`config.mk`:
```
export PLATFORM = sky130hd
export DESIGN_NAME = hex_line_assembler
export DESIGN_NICKNAME = d
export VERILOG_FILES = /design/src/rtl/hex_line_pkg.sv /design/src/rtl/hex_char_class.sv /design/src/rtl/hex_line_assembler.sv
export SDC_FILE = /design/constraint.sdc
export NUM_CORES = 1
export LEC_CHECK = 0
export CAP_MARGIN = 20
export CORE_MARGIN = 2
export CORE_UTILIZATION = 30
export CTS_BUF_LIST = sky130_fd_sc_hd__clkbuf_16
export DETAILED_ROUTE_END_ITERATION = 7
export PLACE_DENSITY = 0.58
export SETUP_SLACK_MARGIN = 0.4
export SLEW_MARGIN = 20
export SYNTH_ARGS = -nofsm -noshare
export SYNTH_HDL_FRONTEND = slang
export SYNTH_SLANG_ARGS = --single-unit
```
`constraint.sdc`:
```
create_clock -name clk -period 4.1 [get_ports clk]
set_input_delay 0.615 -clock clk [delete_from_list [all_inputs] [get_ports clk]]
set_output_delay 0.615 -clock clk [all_outputs]
set_load 0.01 [all_outputs]
```
`src/rtl/hex_line_pkg.sv`:
```
// Shared definitions for the hex line assembler.
// Holds the line-parser state encoding and the ASCII control characters
// that the character classifier and the assembler both recognise.
package hex_line_pkg;

    // Parser states: waiting for a first digit, collecting digits,
    // throwing a bad line away, and holding a finished word for the consumer
    typedef enum logic [1:0] {
        IDLE    = 2'd0,
        ACCUM   = 2'd1,
        DISCARD = 2'd2,
        DONE    = 2'd3
    } state_t;

    localparam logic [7:0] CH_CR = 8'h0D;
    localparam logic [7:0] CH_LF = 8'h0A;
    localparam logic [7:0] CH_BS = 8'h08;
    localparam logic [7:0] CH_SP = 8'h20;
    localparam logic [7:0] CH_QM = 8'h3F;

endpackage

```
`src/rtl/hex_char_class.sv`:
```
// Combinational ASCII character classifier for the hex line assembler.
// Ports:
//   rx_data  - received ASCII byte
//   is_digit - byte is 0-9, A-F or a-f
//   is_term  - byte is CR or LF
//   is_bs    - byte is backspace
//   is_sp    - byte is a space
//   nib      - hex value of the byte (meaningful only when is_digit is high)
module hex_char_class
    import hex_line_pkg::*;
(
    input  logic [7:0] rx_data,
    output logic       is_digit,
    output logic       is_term,
    output logic       is_bs,
    output logic       is_sp,
    output logic [3:0] nib
);

    logic is_num;
    logic is_upper;
    logic is_lower;

    // Decode the byte into its class; letters carry their value in the low
    // nibble offset by 9 ('A' = 0x41 -> 1 + 9 = 10) for both cases
    always_comb begin
        is_num   = (rx_data >= 8'h30) && (rx_data <= 8'h39);
        is_upper = (rx_data >= 8'h41) && (rx_data <= 8'h46);
        is_lower = (rx_data >= 8'h61) && (rx_data <= 8'h66);
        is_digit = is_num || is_upper || is_lower;
        is_term  = (rx_data == CH_CR) || (rx_data == CH_LF);
        is_bs    = (rx_data == CH_BS);
        is_sp    = (rx_data == CH_SP);
        nib      = is_num ? rx_data[3:0] : (rx_data[3:0] + 4'd9);
    end

endmodule

```
`src/rtl/hex_line_assembler.sv`:
```
// Hex line assembler: collects ASCII hex digits from a byte stream into a
// binary word (most significant digit first) and hands the word to a
// consumer with a valid/ready handshake when a CR or LF ends the line.
// Lines with illegal characters or too many digits are dropped and flagged
// with a one-cycle err pulse when their terminator arrives.
// Ports:
//   clk, rst_n           - clock, asynchronous active-low reset
//   rx_data, rx_valid    - incoming ASCII byte and its qualifier
//   rx_ready             - byte accepted when rx_valid && rx_ready
//   word, ndig           - assembled value (right-justified) and digit count
//   word_valid           - word/ndig valid, held until word_ready
//   word_ready           - consumer takes the word
//   err                  - one-cycle pulse when a line is discarded
// Optional build macro HEX_LINE_ECHO_EN adds:
//   echo_data, echo_valid - echo of each accepted byte one cycle later,
//                           illegal bytes shown as '?'
module hex_line_assembler
    import hex_line_pkg::*;
#(
    parameter int NDIGITS = 4
) (
    input  logic                               clk,
    input  logic                               rst_n,
    input  logic [7:0]                         rx_data,
    input  logic                               rx_valid,
    output logic                               rx_ready,
    output logic [4*NDIGITS-1:0]               word,
    output logic [$clog2(NDIGITS+1)-1:0]       ndig,
    output logic                               word_valid,
    input  logic                               word_ready,
    output logic                               err
`ifdef HEX_LINE_ECHO_EN
    ,
    output logic [7:0]                         echo_data,
    output logic                               echo_valid
`endif
);

    localparam int W  = 4 * NDIGITS;
    localparam int NW = $clog2(NDIGITS + 1);
    localparam logic [NW-1:0] NDIG_MAX = NW'(NDIGITS);

    state_t          state;
    state_t          state_nxt;
    logic [W-1:0]    word_nxt;
    logic [NW-1:0]   ndig_nxt;
    logic            err_nxt;
    logic            take;
    logic            is_illegal;

    logic            is_digit;
    logic            is_term;
    logic            is_bs;
    logic            is_sp;
    logic [3:0]      nib;

    hex_char_class u_class (
        .rx_data  (rx_data),
        .is_digit (is_digit),
        .is_term  (is_term),
        .is_bs    (is_bs),
        .is_sp    (is_sp),
        .nib      (nib)
    );

    // Handshake outputs come straight from the state; rx_ready is gated by
    // rst_n so it drops immediately when reset is asserted
    always_comb begin
        rx_ready   = rst_n && (state != DONE);
        word_valid = (state == DONE);
        take       = rx_valid && rx_ready;
        is_illegal = !(is_digit || is_term || is_bs || is_sp);
    end

    // Next-state logic. The word is only ever shifted while accumulating;
    // in DISCARD the partial value is left alone and cleared together with
    // ndig when the terminator closes the bad line
    always_comb begin
        state_nxt = state;
        word_nxt  = word;
        ndig_nxt  = ndig;
        err_nxt   = 1'b0;
        case (state)
            IDLE: begin
                if (take) begin
                    if (is_digit) begin
                        word_nxt  = W'(nib);
                        ndig_nxt  = NW'(1);
                        state_nxt = ACCUM;
                    end else if (is_illegal) begin
                        state_nxt = DISCARD;
                    end
                end
            end
            ACCUM: begin
                if (take) begin
                    if (is_digit) begin
                        if (ndig == NDIG_MAX) begin
                            state_nxt = DISCARD;
                        end else begin
                            word_nxt = (word << 4) | W'(nib);
                            ndig_nxt = ndig + NW'(1);
                        end
                    end else if (is_bs) begin
                        word_nxt = word >> 4;
                        ndig_nxt = ndig - NW'(1);
                        if (ndig == NW'(1)) begin
                            state_nxt = IDLE;
                        end
                    end else if (is_term) begin
                        state_nxt = DONE;
                    end else if (is_illegal) begin
                        state_nxt = DISCARD;
                    end
                end
            end
            DISCARD: begin
                if (take && is_term) begin
                    err_nxt   = 1'b1;
                    word_nxt  = '0;
                    ndig_nxt  = '0;
                    state_nxt = IDLE;
                end
            end
            DONE: begin
                if (word_ready) begin
                    word_nxt  = '0;
                    ndig_nxt  = '0;
                    state_nxt = IDLE;
                end
            end
            default: begin
                state_nxt = IDLE;
                word_nxt  = '0;
                ndig_nxt  = '0;
            end
        endcase
    end

    // State and datapath registers; reset drops any partial line silently
    always_ff @(posedge clk or negedge rst_n) begin
        if (!rst_n) begin
            state <= IDLE;
            word  <= '0;
            ndig  <= '0;
            err   <= 1'b0;
        end else begin
            state <= state_nxt;
            word  <= word_nxt;
            ndig  <= ndig_nxt;
            err   <= err_nxt;
        end
    end

`ifdef HEX_LINE_ECHO_EN
    // Echo every accepted byte one cycle later so a terminal user sees what
    // was typed; bytes the parser cannot use are shown as '?'
    always_ff @(posedge clk or negedge rst_n) begin
        if (!rst_n) begin
            echo_data  <= 8'h00;
            echo_valid <= 1'b0;
        end else begin
            echo_valid <= take;
            if (take) begin
                echo_data <= is_illegal ? CH_QM : rx_data;
            end
        end
    end
`endif

endmodule

```
==> results of run 1 <==
-- cells in the final DEF (no fill, tap or decap), types with 2 or more instances in the layout --
cell type        instances
and3_1                   2
clkdlybuf4s50_1         33
ha_1                     9
o21ai_0                  2
clkbuf_16                3
xor2_1                   2
nor3_1                   2
a21oi_1                 10
mux2_1                   9
mux2i_1                  4
nand3_1                 10
o21ai_1                  8
o21ai_2                  2
dfrtp_1                 22
a31oi_1                  2
inv_1                   13
buf_4                    3
nand2_1                 27
nor2_1                   6
nor2b_1                  5
-- metrics by stage --
step                      power [mW]  hold WS [ps]
after floorplan               0.4987         319.4
after global placement        0.6387         521.4
after detailed placement      0.6399         511.2
after CTS                     0.9203         531.9
after global routing          0.9707         557.2
final                         0.9069         523.3
-- worst max-delay path by stage --
| stage | cells past startpoint | slack [ps] | start | end |
|---|---|---|---|---|
| after floorplan | 8 | 1860 | rx_data[0] | ndig[2] |
| after global routing | 9 | 1060 | rx_data[1] | word[4] |
| after global placement | 10 | 1030 | rx_data[1] | ndig[2] |
| after CTS | 4 | 1200 | rst_n | rx_ready |
| final | 4 | 1240 | rst_n | rx_ready |
| after detailed placement | 9 | 1000 | rx_data[1] | word[11] |
-- cell families after synthesis --
family,share of synthesized area [%]
buffers and inverters,7.160
adders and majority gates,7.160
DFF,35.00
xor gates and xnor gates,1.671
AOI/OAI and AO/OA,18.30
and+or+nand+nor,21.00
muxes,9.706
-- per-layer routing --
layer | GRT usage, % | vias up | part of all wire [%]
li1 | - | 676 | -
met1 | 18.28 | 668 | 48
met2 | 20.35 | 36 | 45
met3 | 3.318 | 9 | 5.0
met4 | 4.182 | 0 | 1.7
met5 | 0 | - | 0
-- flip-flops by register name, summed over array words and instances (netlist names) --
name and cells:
err 1, word 16, state 2, ndig 3
-- final cells by class --
| cell class | instances | area, um^2 |
|---|---|---|
| Timing Repair Buffer | 36 | 352.8 |
| Clock inverter | 1 | 30.03 |
| Multi-Input combinational cell | 130 | 915.9 |
| Sequential cell | 22 | 550.5 |
| Tap cell | 70 | 87.58 |
| Fill cell | 523 | 3014 |
| Inverter | 13 | 48.80 |
| Clock buffer | 3 | 75.07 |
-- cells in the mapped netlist, drive strengths merged, types with 3 or more instances --
cell,instances,area [um^2]
nand2,27,101.4
a21oi,10,50.05
buf,7,56.30
nand3,11,60.06
o21ai,12,67.57
dfrtp,22,550.5
ha,9,112.6
nor2,6,22.52
inv,13,48.80
nor2b,5,31.28
a31oi,3,25.02
mux2i,4,40.04
mux2,10,112.6
nor3,4,30.03
-- power breakdown --
part | leakage [nW] | switching (mW) | internal (mW) | total [mW]
Clock | 0.0511 | 0.0792 | 0.194 | 0.273
Combinational | 0.530 | 0.153 | 0.161 | 0.315
Sequential | 0.296 | 0.0572 | 0.262 | 0.319
-- worst reg2reg max path, cell delays in order, from the launching register on --
cell,delay [ps]
dfrtp_1,590
and2_1,230
o2bb2ai_1,140
a31oi_2,90
nor3_4,190
buf_4,330
mux2_1,370
==> flow_summary.yaml, run 1 <==
worst_setup_path:
  worstPathArrival_ps: 2240
  critPathTopFamily: "buffers and inverters"
  critPathLaunchType: "input pin"
  reg2reg_slack_ps: 2050
  path_cells: "clkdlybuf4s50_1 > buf_4 > nor2b_1 > clkdlybuf4s50_1"
  worstSetupPathType: "input pin to output pin"
  required_ps: 3480
  path_buf_inv: 3
  crit_fanout: 21
  reg2regPathDepth: 6
  critPathSlowestCell: "clkdlybuf4s50_1"
  rr_startpoint: "state[1]"
  path_common_cell: "clkdlybuf4s50_1"
  reg2reg_to: "word[4]"
  worst_setup_path_end_kind: "output pin"
  critical_path.max_stage_delay_ps: 590
yosys:
  ys_async_sr_fraction_pct: 100.0
  synth_warnings: 0
  synth_area_per_cell_um2: 9.039
  synth-edff-count: 0
  ys_seq_area_share_pct: 35.00
  synth-seq-cells: 22
  syn_nets: 195
  synth_cells: 174
  ys.flop_type: "dfrtp_1"
  netlist_area_um2: 1573
  ys_types: 50
hold_path:
  min_to: "word[3]"
  worstHoldPathCells: 1
  hp-start: "word[3]"
  hp-class: "flip-flop to flip-flop"
pwr:
  peakVddDrop_uv: 208.2
  leakagePower_nw: 0.8770
  pwr_density_cell_nw_per_um2: 440.1
cells_and_area:
  areaGrowthSynthToFinish_pct: 31.03
  layout-drive-gt1-share_pct: 8.780
  final_design_area_no_fill_um2: 2061
  nets: 227
  final_cells: 275
  final_util_pct: 40.61
  n_antenna_cell: 0
timing:
  finalMaxSlewViolations: 0
  relSlewSlack_pct: 70.96
  worst_slack_ps: 1241
  worst_clock_skew_ps: 5.333
  min_period_ps: 2859
  timing.final.hold_violations: 0
  setup_viol: 0
  finalCritPeriodShare_pct: 69.73
  max_slew.worst_pin.slew_ps: 428.8
  fmax_mhz: 349.8
  rsz0062_at_grt: "no"
  fin_tns_setup_ps: 0
clock_tree:
  clockBufferDepth: 2
  cts_made_buffers: 3
  clock_sinks: 22
  cts-resized-gates: 0
  path_clk_slew_ps: 60
  postCtsSetupBuffers: 0
  root_buffer: "clkbuf_16"
  cts_max_level: 1
  cts_tree: "built"
  clock_latency_ps: 260
  ctsHoldBuffers: 0
routing:
  drcViolationCount: 0
  routed-via-count: 1389
  wl_mm: 3.669
  drt_iter0_markers: 53
  wl_per_cell_um: 13.34
  dr.pass1.iters: 4
  drt-vias-per-instance: 5.051
  antenna_left: 0
global_routing:
  grt_max_degree: 30
  first_global_vias: 1353
  grt_antenna_before_repair: 0
  grt_usage_pct: 13.25
  grt_pass1_wl_mm: 6.451
  grt_overflow: 0
floorplanning:
  core_area_um2: 5075
  die_area_um2: 5838
  initial_core_util_pct: 30.99
  rows: 26
  fp.dieW_um: 76.41
  die_h_um: 76.41
  ios: 34
run_status:
  outcome: "completed"
placement:
  dp_hpwl_mm: 2.638
  io_buffers: 33
  dp_slack_ps: 999.3
  place_congestion: 0.8785
  place_inst: 271
  placed_cell_area_um2: 1956
run:
  maxCapViolCount: 0
(Power assumes the default switching activity.)
==> run 2, diff against run 1 <==
clock period = 2.65 ns   (was 4.1 ns; I/O delays follow)
==> run 2 against run 1 <==
Net effect: non-clock buffer count grew 23; worst hold slack gained 8.1 ps; first-iteration DRC count grew 75%; highest routed layer unchanged.
==> flow_summary.yaml, run 2 (synthesized netlist as in run 1, its figures left out) <==
clock_tree:
  clock_sinks: 22
  cts_made_buffers: 3
  clock_latency_ps: 250
  cts_max_level: 1
  clockBufferDepth: 2
  root_buffer: "clkbuf_16"
  path_clk_slew_ps: 60
  ctsHoldBuffers: 0
  cts_tree: "built"
worst_setup_path:
  critPathCapture: "ndig[2]"
  reg2reg_to: "ndig[2]"
  path_common_cell: "buf_4"
  reg2regPathDepth: 8
  worstSetupPathType: "input pin to flip-flop"
  worst_setup_path_end_kind: "flip-flop"
  crit_fanout: 11
  critPathSlowestCell: "clkdlybuf4s50_1"
  rr_startpoint: "state[1]"
  path_cells: "clkdlybuf4s50_1 > nor4b_4 > o311ai_1 > buf_4 > a21oi_2 > nor3_4 > buf_4 > buf_16 > and3_1 > a21o_1"
  critical_path.max_stage_delay_ps: 490
  startpoint: "rx_data[3]"
  reg2reg_slack_ps: 760
  required_ps: 2790
  critPathLaunchType: "input pin"
  worstPathArrival_ps: 2310
floorplanning:
  rows: 26
  die_area_um2: 5838
  die_h_um: 76.41
  fp.dieW_um: 76.41
  core_area_um2: 5075
  initial_core_util_pct: 30.99
  ios: 34
cells_and_area:
  largest_reg_flops: 16
  n_antenna_cell: 0
  final_design_area_no_fill_um2: 2344
  final_cells: 298
  nets: 250
  final_util_pct: 46.18
  final_common_cell: "clkdlybuf4s50_1"
  layout-drive-gt1-share_pct: 21.93
  areaGrowthSynthToFinish_pct: 49.01
  most-common-layout-cells: "28 x clkdlybuf4s50_1, 27 x nand2_1, 23 x buf_4, 22 x dfrtp_1, 11 x inv_1"
  max_flop_register: "word"
  reg_top3: "word x16, ndig x3, state x2"
global_routing:
  grt_overflow: 0
  grt_max_degree: 24
  grt_pass1_wl_mm: 6.458
  grt_antenna_before_repair: 0
  first_global_vias: 1404
  grt_usage_pct: 13.47
placement:
  dp_slack_ps: -89.41
  dp_hpwl_mm: 2.826
  place_congestion: 0.7755
  placed_cell_area_um2: 2116
  place_inst: 289
  io_buffers: 33
pwr:
  p_switching_mw: 0.4729
  switching_share_pct: 31.76
  power.share.sequential_pct: 33.4
  pwr-share-clk_pct: 28.3
  p_comb_share_pct: 38.3
  intPower_mw: 1.016
  leakagePower_nw: 1.027
  power_mw: 1.489
  pwr_density_cell_nw_per_um2: 635.5
  peakVddDrop_uv: 339.3
timing:
  relSlewSlack_pct: 71.05
  worst_clock_skew_ps: 3.497
  fin_tns_setup_ps: 0
  timing.final.hold_violations: 0
  max_slew.worst_pin.slew_ps: 433.2
  finalMaxSlewViolations: 0
  worst_slack_ps: 481.9
  min_period_ps: 2168
  hold_ws_ps: 531.4
  fmax_mhz: 461.2
  rsz0062_at_grt: "no"
  setup_viol: 0
  finalCritPeriodShare_pct: 81.81
routing:
  drt_iter0_markers: 93
  antenna_left: 0
  wl_mm: 3.820
  routed-via-count: 1456
  wl_per_cell_um: 12.82
  dr.pass1.iters: 4
  drt-vias-per-instance: 4.886
  drcViolationCount: 0
run_status:
  outcome: "completed"
hold_path:
  worstHoldPathCells: 1
  hp-class: "flip-flop to flip-flop"
run:
  maxCapViolCount: 0
==> run 2: critical path, delay by kind of cell <==
kind	cells	cell delay, ps
AND/OR/NAND/NOR	3	510
buffers and inverters	4	930
AO/OA/AOI/OAI	3	460
==> run 2: area by class of cell <==
| class | count | area, um^2 |
|---|---|---|
| timing repair buffer | 59 | 573.1 |
| fill | 537 | 2731 |
| multi-input combinational | 130 | 978.4 |
| clock buffer | 3 | 75.07 |
| tap | 70 | 87.58 |
| clock inverter | 1 | 30.03 |
| sequential | 22 | 550.5 |
| inverter | 13 | 48.80 |
==> run 2: power by group through the flow <==
stage               clock network [mW]  logic [mW]  registers, mW
CTS                              0.433       0.572          0.498
floorplan                            0       0.282          0.490
global route                     0.452       0.620          0.510
global placement                     0       0.527          0.503
detailed placement                   0       0.527          0.504
finish                           0.421       0.570          0.498
==> run 2: worst min-delay path by stage <==
stage / start / to / slack, ps
global route: word[3] / word[3] / 560
CTS: word[3] / word[3] / 540
detailed placement: word[3] / word[3] / 520
finish: word[3] / word[3] / 530
global placement: word[3] / word[3] / 520
floorplan: rst_n / err / 100
==> run 2: metal layers <==
layer	global-route usage (%)	part of all wire, %	vias to the layer above
li1	-	-	726
met1	17.09	48	704
met4	2.545	0.55	0
met3	3.673	4.1	4
met2	23.10	47	22
met5	0	0	-
==> run 2: what timing repair did <==
action	4_1_cts	5_1_grt
pin swaps	6	0
hold endpoints to repair	0	0
resized for setup	15	6
setup buffers	3	1
endpoints found under the setup margin	19	17
cloned	1	0
==> run 3, diff against run 2 <==
clock period = 2.1 ns   (was 2.65 ns; I/O delays follow)
==> run 3 against run 2 <==
Net effect: critical path depth grew 4; clock power is 6.2% lower; combinational power grew 69%; design area grew 16%; final cell count increased by 8.1%; worst hold slack got worse by 380 ps; clock skew fell by 1.1 ps; sequential cell count is the same; first-iteration DRC count fell by 7.5%; non-clock buffer count is 25 higher; critical endpoint unchanged.
==> flow_summary.yaml, run 3 (synthesized netlist as in run 1, its figures left out) <==
worst_setup_path:
  required_ps: 2250
  crit_fanout: 6
  worstPathArrival_ps: 2140
  worstSetupPathType: "input pin to flip-flop"
  worst_setup_path_end_kind: "flip-flop"
  critPathLaunchType: "input pin"
pwr:
  leakagePower_nw: 1.173
  peakVddDrop_uv: 465.1
  pwr_density_cell_nw_per_um2: 726.9
  power_mw: 1.969
cells_and_area:
  final_util_pct: 53.38
  nets: 275
  fillers: 464
  most-common-layout-cells: "42 x buf_4, 26 x nand2_1, 22 x clkdlybuf4s50_1, 20 x dfrtp_1, 11 x inv_1"
  n_antenna_cell: 0
  final_common_cell: "buf_4"
  areaGrowthSynthToFinish_pct: 72.24
  max_flop_register: "word"
  largest_reg_flops: 16
  layout-drive-gt1-share_pct: 40.87
  final_cells: 322
  reg_top3: "word x16, ndig x3, state x2"
global_routing:
  first_global_vias: 1587
  grt_overflow: 0
  grt_pass1_wl_mm: 7.728
  grt_max_degree: 20
  grt_usage_pct: 16.23
  grt_antenna_before_repair: 0
floorplanning:
  rows: 26
  initial_core_util_pct: 30.99
  die_h_um: 76.41
  ios: 34
  core_area_um2: 5075
  fp.dieW_um: 76.41
  die_area_um2: 5838
run:
  maxCapViolCount: 0
timing:
  max_slew.worst_pin.slew_ps: 370.7
  worst_clock_skew_ps: 2.425
  relSlewSlack_pct: 75.20
  timing.final.hold_violations: 0
  hold_ws_ps: 147.0
  setup_viol: 0
  fmax_mhz: 502.1
  finalMaxSlewViolations: 0
  min_period_ps: 1992
  rsz0062_at_grt: "yes"
  finalCritPeriodShare_pct: 94.84
clock_tree:
  cts_max_level: 1
  clock_latency_ps: 250
  clock_sinks: 22
  root_buffer: "clkbuf_16"
  clockBufferDepth: 2
  ctsHoldBuffers: 0
  cts_made_buffers: 3
  path_clk_slew_ps: 60
  cts_tree: "built"
routing:
  routed-via-count: 1567
  wl_per_cell_um: 14.45
  drcViolationCount: 0
  dr.pass1.iters: 6
  drt_iter0_markers: 86
  drt-vias-per-instance: 4.866
  antenna_left: 0
  wl_mm: 4.652
hold_path:
  hp-class: "input pin to asynchronous set/reset pin"
placement:
  dp_hpwl_mm: 3.064
  place_inst: 300
  io_buffers: 33
  place_congestion: 0.7932
run_status:
  outcome: "completed"
[run 3: cell count changes in the layout (fill, tap and decap cells not counted), sizes merged]
cell / before / now
buf: 26 / 54
clkdlybuf4s50: 28 / 22
bufinv: 1 / 0
dlymetal6s2s: 2 / 0
dlygate4sd2: 2 / 8
clkdlybuf4s15: 1 / 0
[run 3: worst paths after layout]
kind                                  from       end  slack (ps)  cells after the start
worst max-delay path            rx_data[1]   ndig[2]         110                     14
worst min-delay path                 rst_n       err         150                      2
worst max register to register    state[0]  word[12]         230                      9
worst min register to register    word[13]  word[13]         540                      2
max in group asynchronous            rst_n  word[14]        1650                      2
min in group clk                  word[13]  word[13]         540                      2
[run 3: critical path: stages]
cell and delay, ps:
buf_6 70, buf_8 120, inv_12 40, buf_4 120, ha_1 190, nor2b_2 160, a41o_1 220, nor3_4 160
nor3_4 70, buf_6 130, buf_6 130, buf_16 130, and3_4 140, a21o_1 140
[run 3: repair_timing]
action,in CTS,in global routing
resized for setup,49,10
pin swaps,8,3
gates cloned,3,0
endpoints found under the setup margin,23,21
setup buffers,14,2
[run 3: cell type report]
type | count | area (um^2) | share of cell area, %
timing repair buffer | 84 | 795.8 | 29.38
tap | 70 | 87.58 | 3.233
multi-input combinational | 130 | 1136 | 41.94
clock buffer | 3 | 75.07 | 2.771
inverter | 13 | 61.31 | 2.263
sequential | 22 | 553.0 | 20.42
[run 3: power breakdown]
| group | switching, mW | leakage [nW] | internal (mW) |
|---|---|---|---|
| clock | 0.143 | 0.0370 | 0.251 |
| combinational | 0.428 | 0.842 | 0.536 |
| sequential | 0.0953 | 0.294 | 0.515 |
[run 3: per-layer routing]
metal | global-route usage [%] | part of all wire, % | up-vias
li1 | - | - | 772
met1 | 21.68 | 46 | 762
met2 | 27.61 | 50 | 31
met3 | 3.436 | 2.9 | 2
met4 | 2.364 | 0.45 | 0
met5 | 0 | 0 | -
[run 3: stage by stage]
stage / area, um^2 / setup TNS, ps / setup WS (ps)
6_report: 2709 / 0 / 108.3
3_3_place_gp: 2291 / -7848 / -429.2
2_1_floorplan: 1678 / 0 / 282.4
5_1_grt: 2709 / 0 / 19.47
4_1_cts: 2654 / 0 / 106.9
3_5_place_dp: 2291 / -8195 / -447.7
